$ cat src/rtl/step_counter_reg_if.sv
// Control and data bundle for step_counter_reg.
// The master drives clr/ld/din/inc/dec; the slave returns q, cout and zero.
interface step_counter_reg_if #(
    parameter int WIDTH = 4
);
    logic             clr;
    logic             ld;
    logic [WIDTH-1:0] din;
    logic             inc;
    logic             dec;
    logic [WIDTH-1:0] q;
    logic             cout;
    logic             zero;

    modport master (
        output clr, ld, din, inc, dec,
        input  q, cout, zero
    );

    modport slave (
        input  clr, ld, din, inc, dec,
        output q, cout, zero
    );
endinterface

$ cat src/rtl/step_counter_reg.sv
// WIDTH-bit register: clear/load/count up or down by STEP, wrap or saturate. q and cout: 1 clk latency.
// No backpressure: an operation is accepted on every rising edge; zero follows q combinationally.
module step_counter_reg #(
    parameter int unsigned      WIDTH     = 4,
    parameter int unsigned      STEP      = 1,
    parameter bit               SATURATE  = 1'b0,
    parameter logic [WIDTH-1:0] RESET_VAL = '0
) (
    input  logic               clk,
    input  logic               rst_n,
    step_counter_reg_if.slave  bus
);

    if (WIDTH < 2) begin : g_bad_width
        $error("step_counter_reg: WIDTH must be at least 2");
    end
    if ((64'(STEP) < 64'd1) || (64'(STEP) > ((64'd1 << WIDTH) - 64'd1))) begin : g_bad_step
        $error("step_counter_reg: STEP must lie in 1 .. 2**WIDTH-1");
    end

    localparam logic [WIDTH:0]   STEP_EXT = STEP[WIDTH:0];
    localparam logic [WIDTH-1:0] ALL_ONES = '1;

    logic [WIDTH-1:0] q_r;
    logic             cout_r;
    logic [WIDTH-1:0] q_nxt;
    logic             cout_nxt;

    // The extra MSB of sum/diff carries the overflow/borrow out of the WIDTH-bit range.
    logic [WIDTH:0] sum;
    logic [WIDTH:0] diff;
    logic           ovf;
    logic           udf;

    assign sum  = {1'b0, q_r} + STEP_EXT;
    assign diff = {1'b0, q_r} - STEP_EXT;
    assign ovf  = sum[WIDTH];
    assign udf  = diff[WIDTH];

    always_comb begin
        q_nxt    = q_r;
        cout_nxt = 1'b0;
        if (bus.clr) begin
            q_nxt = '0;
        end else if (bus.ld) begin
            q_nxt = bus.din;
        end else if (bus.inc && !bus.dec) begin
            q_nxt    = (SATURATE && ovf) ? ALL_ONES : sum[WIDTH-1:0];
            cout_nxt = ovf;
        end else if (bus.dec && !bus.inc) begin
            q_nxt    = (SATURATE && udf) ? '0 : diff[WIDTH-1:0];
            cout_nxt = udf;
        end
    end

    always_ff @(posedge clk) begin
        if (!rst_n) begin
            q_r    <= RESET_VAL;
            cout_r <= 1'b0;
        end else begin
            q_r    <= q_nxt;
            cout_r <= cout_nxt;
        end
    end

    assign bus.q    = q_r;
    assign bus.cout = cout_r;
    assign bus.zero = (q_r == '0);

endmodule

$ cat src/flat_wrapper.sv
// flat-port wrapper written by rule: the top's interface ports become plain ports
module step_counter_reg_flat 
#(
    parameter int unsigned      WIDTH     = 4,
    parameter int unsigned      STEP      = 1,
    parameter bit               SATURATE  = 1'b0,
    parameter logic [WIDTH-1:0] RESET_VAL = '0
)
  (clk, rst_n, bus_clr, bus_ld, bus_din, bus_inc, bus_dec, bus_q, bus_cout, bus_zero);
  step_counter_reg_if #(.WIDTH(WIDTH)) bus_i ();
  input  logic clk;
  input  logic rst_n;
  input wire logic [$bits(bus_i.clr)-1:0] bus_clr;
  input wire logic [$bits(bus_i.ld)-1:0] bus_ld;
  input wire logic [$bits(bus_i.din)-1:0] bus_din;
  input wire logic [$bits(bus_i.inc)-1:0] bus_inc;
  input wire logic [$bits(bus_i.dec)-1:0] bus_dec;
  output wire logic [$bits(bus_i.q)-1:0] bus_q;
  output wire logic [$bits(bus_i.cout)-1:0] bus_cout;
  output wire logic [$bits(bus_i.zero)-1:0] bus_zero;
  assign bus_i.clr = bus_clr;
  assign bus_i.ld = bus_ld;
  assign bus_i.din = bus_din;
  assign bus_i.inc = bus_inc;
  assign bus_i.dec = bus_dec;
  assign bus_q = bus_i.q;
  assign bus_cout = bus_i.cout;
  assign bus_zero = bus_i.zero;
  step_counter_reg #(.WIDTH(WIDTH), .STEP(STEP), .SATURATE(SATURATE), .RESET_VAL(RESET_VAL)) u_core (.clk(clk), .rst_n(rst_n), .bus(bus_i));
endmodule
$ cat config.mk
export PLATFORM = sky130hd
export DESIGN_NAME = step_counter_reg_flat
export DESIGN_NICKNAME = d
export VERILOG_FILES = /design/src/rtl/step_counter_reg_if.sv /design/src/rtl/step_counter_reg.sv /design/src/flat_wrapper.sv
export SDC_FILE = /design/constraint.sdc
export NUM_CORES = 1
export LEC_CHECK = 0
export ABC_AREA = 0
export CAP_MARGIN = 20
export CORE_AREA = 8 8 45 47
export CTS_BUF_LIST = sky130_fd_sc_hd__clkbuf_4 sky130_fd_sc_hd__clkbuf_8
export CTS_CLUSTER_SIZE = 14
export DETAILED_ROUTE_END_ITERATION = 6
export DIE_AREA = 0 0 53 55
export PLACE_DENSITY = 0.55
export SYNTH_ARGS = -nofsm -noshare
export SYNTH_HDL_FRONTEND = slang
export SYNTH_SLANG_ARGS = --single-unit
$ cat constraint.sdc
create_clock -name clk -period 1.7 [get_ports clk]
set_input_delay 0.17 -clock clk [delete_from_list [all_inputs] [get_ports clk]]
set_output_delay 0.17 -clock clk [all_outputs]
set_load 0.05 [all_outputs]
==> flow_summary.json <==
{
  "final_cell_mix": "11 x sky130_fd_sc_hd__clkdlybuf4s50_1, 5 x sky130_fd_sc_hd__nor2_1, 4 x sky130_fd_sc_hd__clkbuf_4",
  "synth.top_cell.area_share": 0.2807,
  "ir_drop_uv": 251.5,
  "synthDominantAreaCellType": "sky130_fd_sc_hd__dfxtp_1",
  "antenna_cells_inserted": 0,
  "yosys-top-cells-area": "sky130_fd_sc_hd__dfxtp_1 28%, sky130_fd_sc_hd__ha_1 11%, sky130_fd_sc_hd__and3b_2 5.6%",
  "average_footprint_of_a_synthesized_cell_um2": 8.293,
  "syn_to_final_growth_pct": 56.49,
  "cellPowerDensity_nw_per_um2": 737.7,
  "max_slew_margin": 0.6633,
  "worst_margin_pin_slew_ns": 0.5034,
  "cts_tree": "yes",
  "yosys.area_share.simple": 0.3193,
  "finalClockSkew_ns": 0.0008877,
  "post_drt_wl_per_cell_um": 11.21,
  "layout.cells.most_common": "sky130_fd_sc_hd__clkdlybuf4s50_1",
  "clock_insertion_delay_worst_skew_ns": 0.24,
  "initial_utilization": 0.2577,
  "cts_num_sinks": 5,
  "synthesis.yosys.warnings": 0,
  "port-buffer-count": 15,
  "holdCritStartpoint": "bus_din[1]",
  "largest_net_degree_at_the_start_of_global_routing": 10,
  "route.final.wire_length_um": 863,
  "remaining_drc_errors": 0,
  "clock_path_buffers": 2,
  "ctsRootBufferMaster": "sky130_fd_sc_hd__clkbuf_4",
  "grt_setup_unrepaired": "false",
  "setup.worst_path.class": "flop to output pin",
  "min_delay_worst_endpoint": "u_core.bus.q[1]",
  "layout.core_utilization": 0.4033,
  "route.vias.total": 351,
  "grt_first_pass_wirelength_um": 1324,
  "firstDrtPassIters": 4,
  "grt_pass1_vias": 340,
  "post_drt_via_cell_ratio": 4.558,
  "critical_path.max_fanout": 5,
  "layout_min_cycle_time_ns": 1.571,
  "ios": 16,
  "crit_family": "buffers and inverters",
  "dp_hpwl_um": 728.8,
  "cellLeakagePower_nw": 0.2412,
  "critical_path.cell_chain": "clkdlybuf4s50_1",
  "htree_num_levels": 1,
  "run_status": "completed",
  "highest_clock_rate_mhz": 636.7,
  "min_delay_path_depth": 3,
  "crit_required_ns": 1.53,
  "cap_viol_max_count": 0,
  "timing.hold.worst.class": "input pin to flop",
  "rr_endpoint": "u_core.bus.q[1]",
  "groute.usage.overall": 0.05792,
  "layout_worst_path_cycle_share": 0.9239,
  "postCtsSetupBuffers": 0,
  "yosys.cell_types.count": 23,
  "ctsHoldBuffers": 0,
  "regToRegStartpoint": "u_core.bus.q[0]",
  "r2r_slack_ns": 0.30,
  "crit_arrival_ns": 1.40,
  "layout.nets": 75,
  "die-height_um": 55,
  "post-route-worst-setup-slack_ns": 0.1294,
  "totalNegativeSetupSlack_ns": 0,
  "timing.final.setup_violations": 0,
  "hold_viol": 0,
  "main_combinational_cell_family_by_area_after_synthesis": "simple AND/OR/NAND/NOR gates",
  "maxSlewViolCount": 0,
  "post_synth_fa_ha_maj_area_fraction": 0.1053,
  "fp.dieW_um": 53,
  "antenna_found_initial": 0,
  "synth_seq_area_share": 0.2807,
  "worstRegToRegCells": 6,
  "yosys_register_bits": 5,
  "end_kind": "output pin",
  "route.antenna.remaining_nets": 0,
  "synth_compound_area_frac": 0.1333,
  "drt-initial-drc-count": 2,
  "synthXorXnorAreaFrac": 0.07368,
  "drive_above_1_share": 0.2131,
  "floorplan.core_area_um2": 1384,
  "syn-instance-count": 43,
  "netlist_area_um2": 356.6,
  "worst_setup_path_start_kind": "flop",
  "die_area_um2": 2915,
  "overflow_left_after_global_routing": 0,
  "critPathMaxStageDelay_ns": 0.81,
  "dp_worst_setup_slack_ns": 0.06531,
  "critPathBufInv": 1,
  "synth_nets": 56,
  "cts.repair.resized": 0,
  "synthMuxAreaShare": 0.05614,
  "cp_slowest_cell": "sky130_fd_sc_hd__clkdlybuf4s50_1",
  "rows": 14,
  "worst_setup_hold_path_clk_slew_ns": 0.04,
  "cts_buffers": 3,
  "gpl.final_weighted_congestion": 0.7168
}
## registers in the layout, indices dropped and copies added, names as in the netlist
signal and flops:
u_core.bus.q 4, u_core.bus.cout 1
## worst max path at each step
stage	from	to	slack [ns]	cells past startpoint
6_report	u_core.bus.q[0]	bus_q[0]	0.13	1
5_1_grt	u_core.bus.q[0]	bus_q[0]	0.07	1
4_1_cts	u_core.bus.q[0]	bus_q[0]	0.12	1
3_5_place_dp	bus_inc	u_core.bus.q[1]	0.07	5
3_3_place_gp	bus_inc	u_core.bus.q[1]	0.09	5
2_1_floorplan	u_core.bus.q[0]	u_core.bus.q[1]	0.13	5
## kinds of logic after synthesis
| family | count (synthesis) |
|---|---|
| buffers and inverters | 3 |
| adders and majority gates | 3 |
| DFF | 5 |
| AOI/OAI and AO/OA | 6 |
| and+or+nand+nor | 21 |
| muxes | 2 |
| xor gates and xnor gates | 3 |
## where the power goes
group	leakage (nW)	internal (W)	switching (W)
clock	0.0184	0.000104	0.0000463
combinational	0.181	0.0000616	0.0000690
sequential	0.0416	0.000124	0.00000651
total	0.241	0.000290	0.000122
## through the flow
stage          hold slack (ns)  instance area, um2  cells  total power [W]
6_report                0.4965               558.0     77        0.0004117
5_1_grt                 0.5089               558.0     77        0.0004394
4_1_cts                 0.5011               558.0     77        0.0004150
3_5_place_dp            0.5947               528.0     73        0.0002637
3_3_place_gp            0.6045               528.0     73        0.0002634
2_1_floorplan           0.3024               359.1     43        0.0002058
## synthesized netlist by cell type
| library cell | instances |
|---|---|
| sky130_fd_sc_hd__a2111o_1 | 1 |
| sky130_fd_sc_hd__a21oi_1 | 1 |
| sky130_fd_sc_hd__a21oi_2 | 1 |
| sky130_fd_sc_hd__a31oi_1 | 1 |
| sky130_fd_sc_hd__a32oi_1 | 1 |
| sky130_fd_sc_hd__and2_1 | 1 |
| sky130_fd_sc_hd__and3_1 | 1 |
| sky130_fd_sc_hd__and3b_2 | 2 |
| sky130_fd_sc_hd__clkbuf_1 | 1 |
| sky130_fd_sc_hd__dfxtp_1 | 5 |
| sky130_fd_sc_hd__ha_1 | 3 |
| sky130_fd_sc_hd__inv_1 | 2 |
| sky130_fd_sc_hd__mux2i_1 | 2 |
| sky130_fd_sc_hd__nand2_1 | 3 |
| sky130_fd_sc_hd__nand2b_1 | 1 |
| sky130_fd_sc_hd__nand3_1 | 2 |
| sky130_fd_sc_hd__nor2_1 | 5 |
| sky130_fd_sc_hd__nor2b_1 | 2 |
| sky130_fd_sc_hd__nor3_1 | 3 |
| sky130_fd_sc_hd__nor3b_1 | 1 |
| sky130_fd_sc_hd__o31ai_1 | 1 |
| sky130_fd_sc_hd__xnor2_1 | 1 |
| sky130_fd_sc_hd__xor2_1 | 2 |
## final cells by class
class                           instances  area (um2)
Timing Repair Buffer                   15       152.6
Sequential cell                         5       102.6
Clock buffer                            4       30.03
Multi-Input combinational cell         35       245.2
Fill cell                             147       825.8
Tap cell                               16       20.02
Inverter                                2       7.507
## per-layer routing
layer	routed length [um]	GRT usage
met3	71	0.02406
met4	0	0.01293
met1	365	0.06535
met2	425	0.09961
met5	0	0
(Power assumes the default switching activity.)
